`config.mk`:
```
export PLATFORM = sky130hd
export DESIGN_NAME = round_controller
export DESIGN_NICKNAME = d
export VERILOG_FILES = /design/src/rtl/round_controller.sv
export SDC_FILE = /design/constraint.sdc
export NUM_CORES = 1
export LEC_CHECK = 0
export ABC_AREA = 1
export CORE_MARGIN = 1
export CORE_UTILIZATION = 47
export DETAILED_ROUTE_END_ITERATION = 8
export PLACE_DENSITY_LB_ADDON = 0.25
export SYNTH_ARGS = -nofsm -noshare
export SYNTH_HDL_FRONTEND = slang
export SYNTH_SLANG_ARGS = --single-unit
```
`constraint.sdc`:
```
create_clock -name slow_clock -period 1.25 [get_ports slow_clock]
set_input_delay 0.125 -clock slow_clock [delete_from_list [all_inputs] [get_ports slow_clock]]
set_output_delay 0.125 -clock slow_clock [all_outputs]
set_load 0.01 [all_outputs]
```
`src/rtl/round_controller.sv`:
```
// Multi-round scheduler for the baccarat hand datapath: sequences hands, tracks the
// shoe with timed reshuffles, and keeps saturating win/tie/round tallies.
module round_controller #(
    parameter int SHOE_CARDS          = 52,
    parameter int RESHUFFLE_THRESHOLD = 6,
    parameter int SHUFFLE_CYCLES      = 8,
    parameter int TALLY_W             = 8
) (
    input  logic               slow_clock,
    input  logic               resetb,
    input  logic               step,
    input  logic               round_done,
    input  logic               player_win_light,
    input  logic               dealer_win_light,
    input  logic               card_loaded,
    output logic               round_resetb,
    output logic               hand_step,
    output logic               reshuffle,
    output logic               busy,
    output logic               fault,
    output logic [5:0]         cards_left,
    output logic [TALLY_W-1:0] player_wins,
    output logic [TALLY_W-1:0] dealer_wins,
    output logic [TALLY_W-1:0] ties,
    output logic [TALLY_W-1:0] rounds
);

    localparam int               CNT_W     = (SHUFFLE_CYCLES > 1) ? $clog2(SHUFFLE_CYCLES) : 1;
    localparam logic [CNT_W-1:0] CNT_LOAD  = CNT_W'(SHUFFLE_CYCLES - 1);
    localparam logic [5:0]       SHOE_FULL = 6'(SHOE_CARDS);
    localparam logic [6:0]       THRESH    = 7'(RESHUFFLE_THRESHOLD);
    localparam logic [TALLY_W-1:0] TALLY_MAX = {TALLY_W{1'b1}};

    typedef enum logic [2:0] {IDLE, SHUFFLE, CLEAR, PLAY, SCORE, DONE} state_e;

    state_e             state_q, state_d;
    logic [CNT_W-1:0]   shuffle_cnt_q, shuffle_cnt_d;
    logic               round_resetb_q, round_resetb_d;
    logic               fault_q, fault_d;
    logic [5:0]         cards_left_q, cards_left_d;
    logic [TALLY_W-1:0] player_wins_q, player_wins_d;
    logic [TALLY_W-1:0] dealer_wins_q, dealer_wins_d;
    logic [TALLY_W-1:0] ties_q, ties_d;
    logic [TALLY_W-1:0] rounds_q, rounds_d;
    logic               need_shuffle;

    function automatic logic [TALLY_W-1:0] sat_inc(input logic [TALLY_W-1:0] v);
        return (v == TALLY_MAX) ? v : v + TALLY_W'(1);
    endfunction

    always_ff @(posedge slow_clock or negedge resetb) begin
        if (!resetb) begin
            state_q        <= IDLE;
            shuffle_cnt_q  <= '0;
            round_resetb_q <= 1'b0;
            fault_q        <= 1'b0;
            cards_left_q   <= SHOE_FULL;
            player_wins_q  <= '0;
            dealer_wins_q  <= '0;
            ties_q         <= '0;
            rounds_q       <= '0;
        end else begin
            state_q        <= state_d;
            shuffle_cnt_q  <= shuffle_cnt_d;
            round_resetb_q <= round_resetb_d;
            fault_q        <= fault_d;
            cards_left_q   <= cards_left_d;
            player_wins_q  <= player_wins_d;
            dealer_wins_q  <= dealer_wins_d;
            ties_q         <= ties_d;
            rounds_q       <= rounds_d;
        end
    end

    always_comb begin
        state_d        = state_q;
        shuffle_cnt_d  = shuffle_cnt_q;
        round_resetb_d = round_resetb_q;
        fault_d        = fault_q;
        cards_left_d   = cards_left_q;
        player_wins_d  = player_wins_q;
        dealer_wins_d  = dealer_wins_q;
        ties_d         = ties_q;
        rounds_d       = rounds_q;
        hand_step      = 1'b0;
        need_shuffle   = {1'b0, cards_left_q} < THRESH;

        case (state_q)
            IDLE, DONE: begin
                if (step) begin
                    if (need_shuffle) begin
                        state_d       = SHUFFLE;
                        shuffle_cnt_d = CNT_LOAD;
                    end else begin
                        state_d = CLEAR;
                    end
                end
            end
            SHUFFLE: begin
                if (shuffle_cnt_q == '0) begin
                    cards_left_d = SHOE_FULL;
                    state_d      = CLEAR;
                end else begin
                    shuffle_cnt_d = shuffle_cnt_q - CNT_W'(1);
                end
            end
            CLEAR: state_d = PLAY;
            PLAY: begin
                hand_step = step & ~round_done;
                // Drawing from an empty shoe is an upstream error; hold at zero.
                if (card_loaded) begin
                    if (cards_left_q == '0) fault_d = 1'b1;
                    else                    cards_left_d = cards_left_q - 6'd1;
                end
                if (round_done) state_d = SCORE;
            end
            SCORE: begin
                case ({player_win_light, dealer_win_light})
                    2'b11:   ties_d        = sat_inc(ties_q);
                    2'b10:   player_wins_d = sat_inc(player_wins_q);
                    2'b01:   dealer_wins_d = sat_inc(dealer_wins_q);
                    default: fault_d       = 1'b1;
                endcase
                rounds_d = sat_inc(rounds_q);
                state_d  = DONE;
            end
            default: state_d = IDLE;
        endcase

        // Hand datapath is released only for PLAY; it stays out of reset through
        // DONE (and any following shuffle) so results remain visible.
        if (state_d == CLEAR || state_d == IDLE) round_resetb_d = 1'b0;
        else if (state_d == PLAY)                round_resetb_d = 1'b1;
    end

    assign round_resetb = round_resetb_q;
    assign reshuffle    = (state_q == SHUFFLE);
    assign busy         = (state_q != IDLE) && (state_q != DONE);
    assign fault        = fault_q;
    assign cards_left   = cards_left_q;
    assign player_wins  = player_wins_q;
    assign dealer_wins  = dealer_wins_q;
    assign ties         = ties_q;
    assign rounds       = rounds_q;

endmodule

```
==> out/qor.txt <==
unique cell type count in the Yosys netlist: 27
total track usage: 26.81%
pwr/cell area: 1784 nW/um^2
Clk pin slew, worst setup/hold paths: 0.10 ns
worst setup margin: -0.3081 ns
synth warn: 0
CP max stage cell: dfrtp_2
Psw: 3.542 mW
setup TNS: -10.05 ns
syn_nets: 363
worst clock skew: 0.01427 ns
Util after Layout: 83.37%
Root Driver: clkbuf_8
Starting Density: 48.63%
Via density: 5.097
CTS tree: yes
grt total ovfl: 0
post-route antenna net violation count: 0
mapped cell area: 2678 um^2
Final nets: 530
MaxCap Viol Count: 0
vias in the first global route: 2862
Most common cell on crit path: nor2_4
RSZ-0062 raised after global routing: true
htree depth: 2
mean post-synth cell area: 7.672 um^2
Critical Path RT: 1.47 ns
failing checks: setup timing
Clk pwr share: 11.5%
path depth of the worst reg2reg path: 8
final setup violating endpoints: 49
Worst setup startpoint: state_q[1]$_DFF_PN0_
CP Data Arrival Time: 1.77 ns
design internal power: 4.646 mW
clock sink count: 46
f_max: 641.8 MHz
Reg-to-Reg Start: state_q[1]$_DFF_PN0_
Leak: 2.433 nW
fin cells: 589
worst-path cell chain: buf_6, nand3_4, buf_8, nor2_4, nor2_2, nor2_4, nand2_2, o21ai_1
DP Cell Count: 538
class of the worst hold path: input port to async pin
slew of the pin with the lowest slew margin: 0.3126 ns
sw frac: 43.26%
outcome: complete, but fails checks
Worst Setup EP: cards_left[1]$_DFFE_PN0P_
FF+latch count, synth: 46
crit path launch type: flop
largest net degree at the start of global routing: 47
site row count: 27
port bufs: 49
sequential fraction of the synthesis area: 43.13%
critical path peak fanout: 8
global-route wire length before repair: 12880 um
detailed-route via count: 3002
fin. max-slew vios: 0
wire length per cell: 14.67 um
peak supply drop: 1.122 mV
Hold Fails Final Rpt: 0
DRC Markers: 0
Core Box Area: 5507 um^2
IO Pins: 50
initial antenna violation count: 0
crit end category: flop
Die Area: 6003 um^2
Die Width: 77.48 um
Initial DRC Count: 168
Area Overhead vs Synth: 71.45%
worst-case clock buffer depth: 2
Seq pwr share: 26.7%
final WL: 8638 um
Logic pwr share: 61.9%
DRT Pass-1 Iters: 4
period utilisation layout: 124.7%
Syn Inst Count: 349
Worst-Skew Late Latency: 0.30 ns
Chip Height: 77.48 um
gpl congestion: 0.8141
Max transition margin: 79.08%
FF-to-FF setup slack: -0.31 ns
hpwl dp: 4673 um
cts bufs inserted: 5
Worst R2R End: cards_left[1]$_DFFE_PN0P_
Setup CP Type: flop to flop
Final min period: 1.558 ns
# diodes: 0
Crit path largest cell delay: 0.51 ns
share of layout cells above drive strength 1: 43.91%
==> stage by stage <==
step	worst slack, ns	cell area, um^2	hold WS [ns]	power [mW]
finish	-0.3081	4591	0.3205	8.188
global route	-0.3670	4591	0.3427	8.667
CTS	-0.1804	4377	0.3292	7.329
detailed placement	-0.2972	3860	0.1302	5.764
global placement	-0.2879	3860	0.1295	5.603
floorplan	-0.1874	2761	-0.1706	4.018
==> critical path: cells and delay by family (launching register included) <==
kind,cells,cell delay [ns]
AND/OR/NAND/NOR,5,0.55
buffers and inverters,2,0.29
flip-flops,1,0.51
AO/OA/AOI/OAI,1,0.11
==> routing by layer <==
metal / wire length, um / GRT usage (%) / vias to the layer above / share of wire [%]
met5: 0 / 0 / - / 0
met4: 276 / 8.679 / 0 / 3.2
met3: 423 / 4.824 / 30 / 4.9
met2: 4475 / 46.81 / 104 / 52
met1: 3463 / 33.38 / 1440 / 40
li1: - / - / 1428 / -
==> sequential cells by signal, indices dropped and copies added, names as in the netlist <==
| register | cells |
|---|---|
| round_resetb | 1 |
| player_wins | 8 |
| cards_left | 6 |
| state_q | 3 |
| ties | 8 |
| shuffle_cnt_q | 3 |
| fault | 1 |
| rounds | 8 |
| dealer_wins | 8 |
==> area by class of cell <==
cell class	instances	area, um^2
multi-input cells	269	1744
repair buffers	159	1355
flip-flops and latches	46	1160
fillers	301	915.9
inverters	35	151.4
well taps	72	90.09
clock buffers	5	68.82
clock inverters	3	21.27
==> logic make-up (layout without fill, tap and decap cells) <==
logic type	after synthesis	after routing	synth area share, %
AND/OR/NAND/NOR	217	218	35.79
AO/OA/AOI/OAI	17	17	3.879
buffers and inverters	35	202	5.093
adder cells (fa/ha/maj)	7	7	3.271
XOR/XNOR	27	27	8.832
flip-flops	46	46	43.13
==> how the worst min path moves through the flow <==
stage,depth (start not counted),end,slack (ns)
floorplan,0,cards_left[0]$_DFFE_PN0P_,-0.17
global placement,2,rounds[2]$_DFFE_PN0P_,0.13
detailed placement,2,rounds[2]$_DFFE_PN0P_,0.13
CTS,3,rounds[2]$_DFFE_PN0P_,0.33
global route,3,rounds[1]$_DFFE_PN0P_,0.34
finish,3,rounds[2]$_DFFE_PN0P_,0.32
==> Yosys cell counts, drive strengths merged <==
library cell | number | share of area (%)
inv | 35 | 5.1
o21ai | 13 | 2.7
xor2 | 16 | 5.2
nor3 | 9 | 2.5
nand4 | 8 | 1.9
nand2 | 149 | 22
dfrtp | 43 | 40
dfstp | 3 | 2.9
ha | 7 | 3.3
nor2 | 30 | 5.1
a21oi | 4 | 1.2
nand3 | 19 | 4.2
nand3b | 2 | 0.56
xnor2 | 11 | 3.6
==> layout by cell type, fill, tap and decap left out, types with 9 or more instances in the layout <==
cell type	instances
dlygate4sd2_1	23
xor2_1	16
inv_1	23
nor2_1	15
buf_4	86
nand2_1	109
nor2_4	11
xnor2_1	11
buf_6	21
nand3_1	9
nand2_2	33
clkdlybuf4s15_1	13
dfrtp_1	39
==> power by group through the flow <==
stage | combinational, mW | clock, mW | sequential [mW]
2_1_floorplan | 1.71 | 0 | 2.31
3_3_place_gp | 3.44 | 0 | 2.16
3_5_place_dp | 3.58 | 0 | 2.18
4_1_cts | 4.26 | 0.951 | 2.12
5_1_grt | 5.44 | 1.02 | 2.21
6_report | 5.06 | 0.940 | 2.18
==> timing repair <==
action | in CTS | in global routing
cloned | 1 | 0
endpoints found under the setup margin | 89 | 58
pin swaps | 33 | 25
hold endpoints to repair | 43 | 0
setup buffers | 32 | 11
hold buffers | 1 | 0
gates resized for setup | 134 | 53
Power figures use the tool's default switching activity.
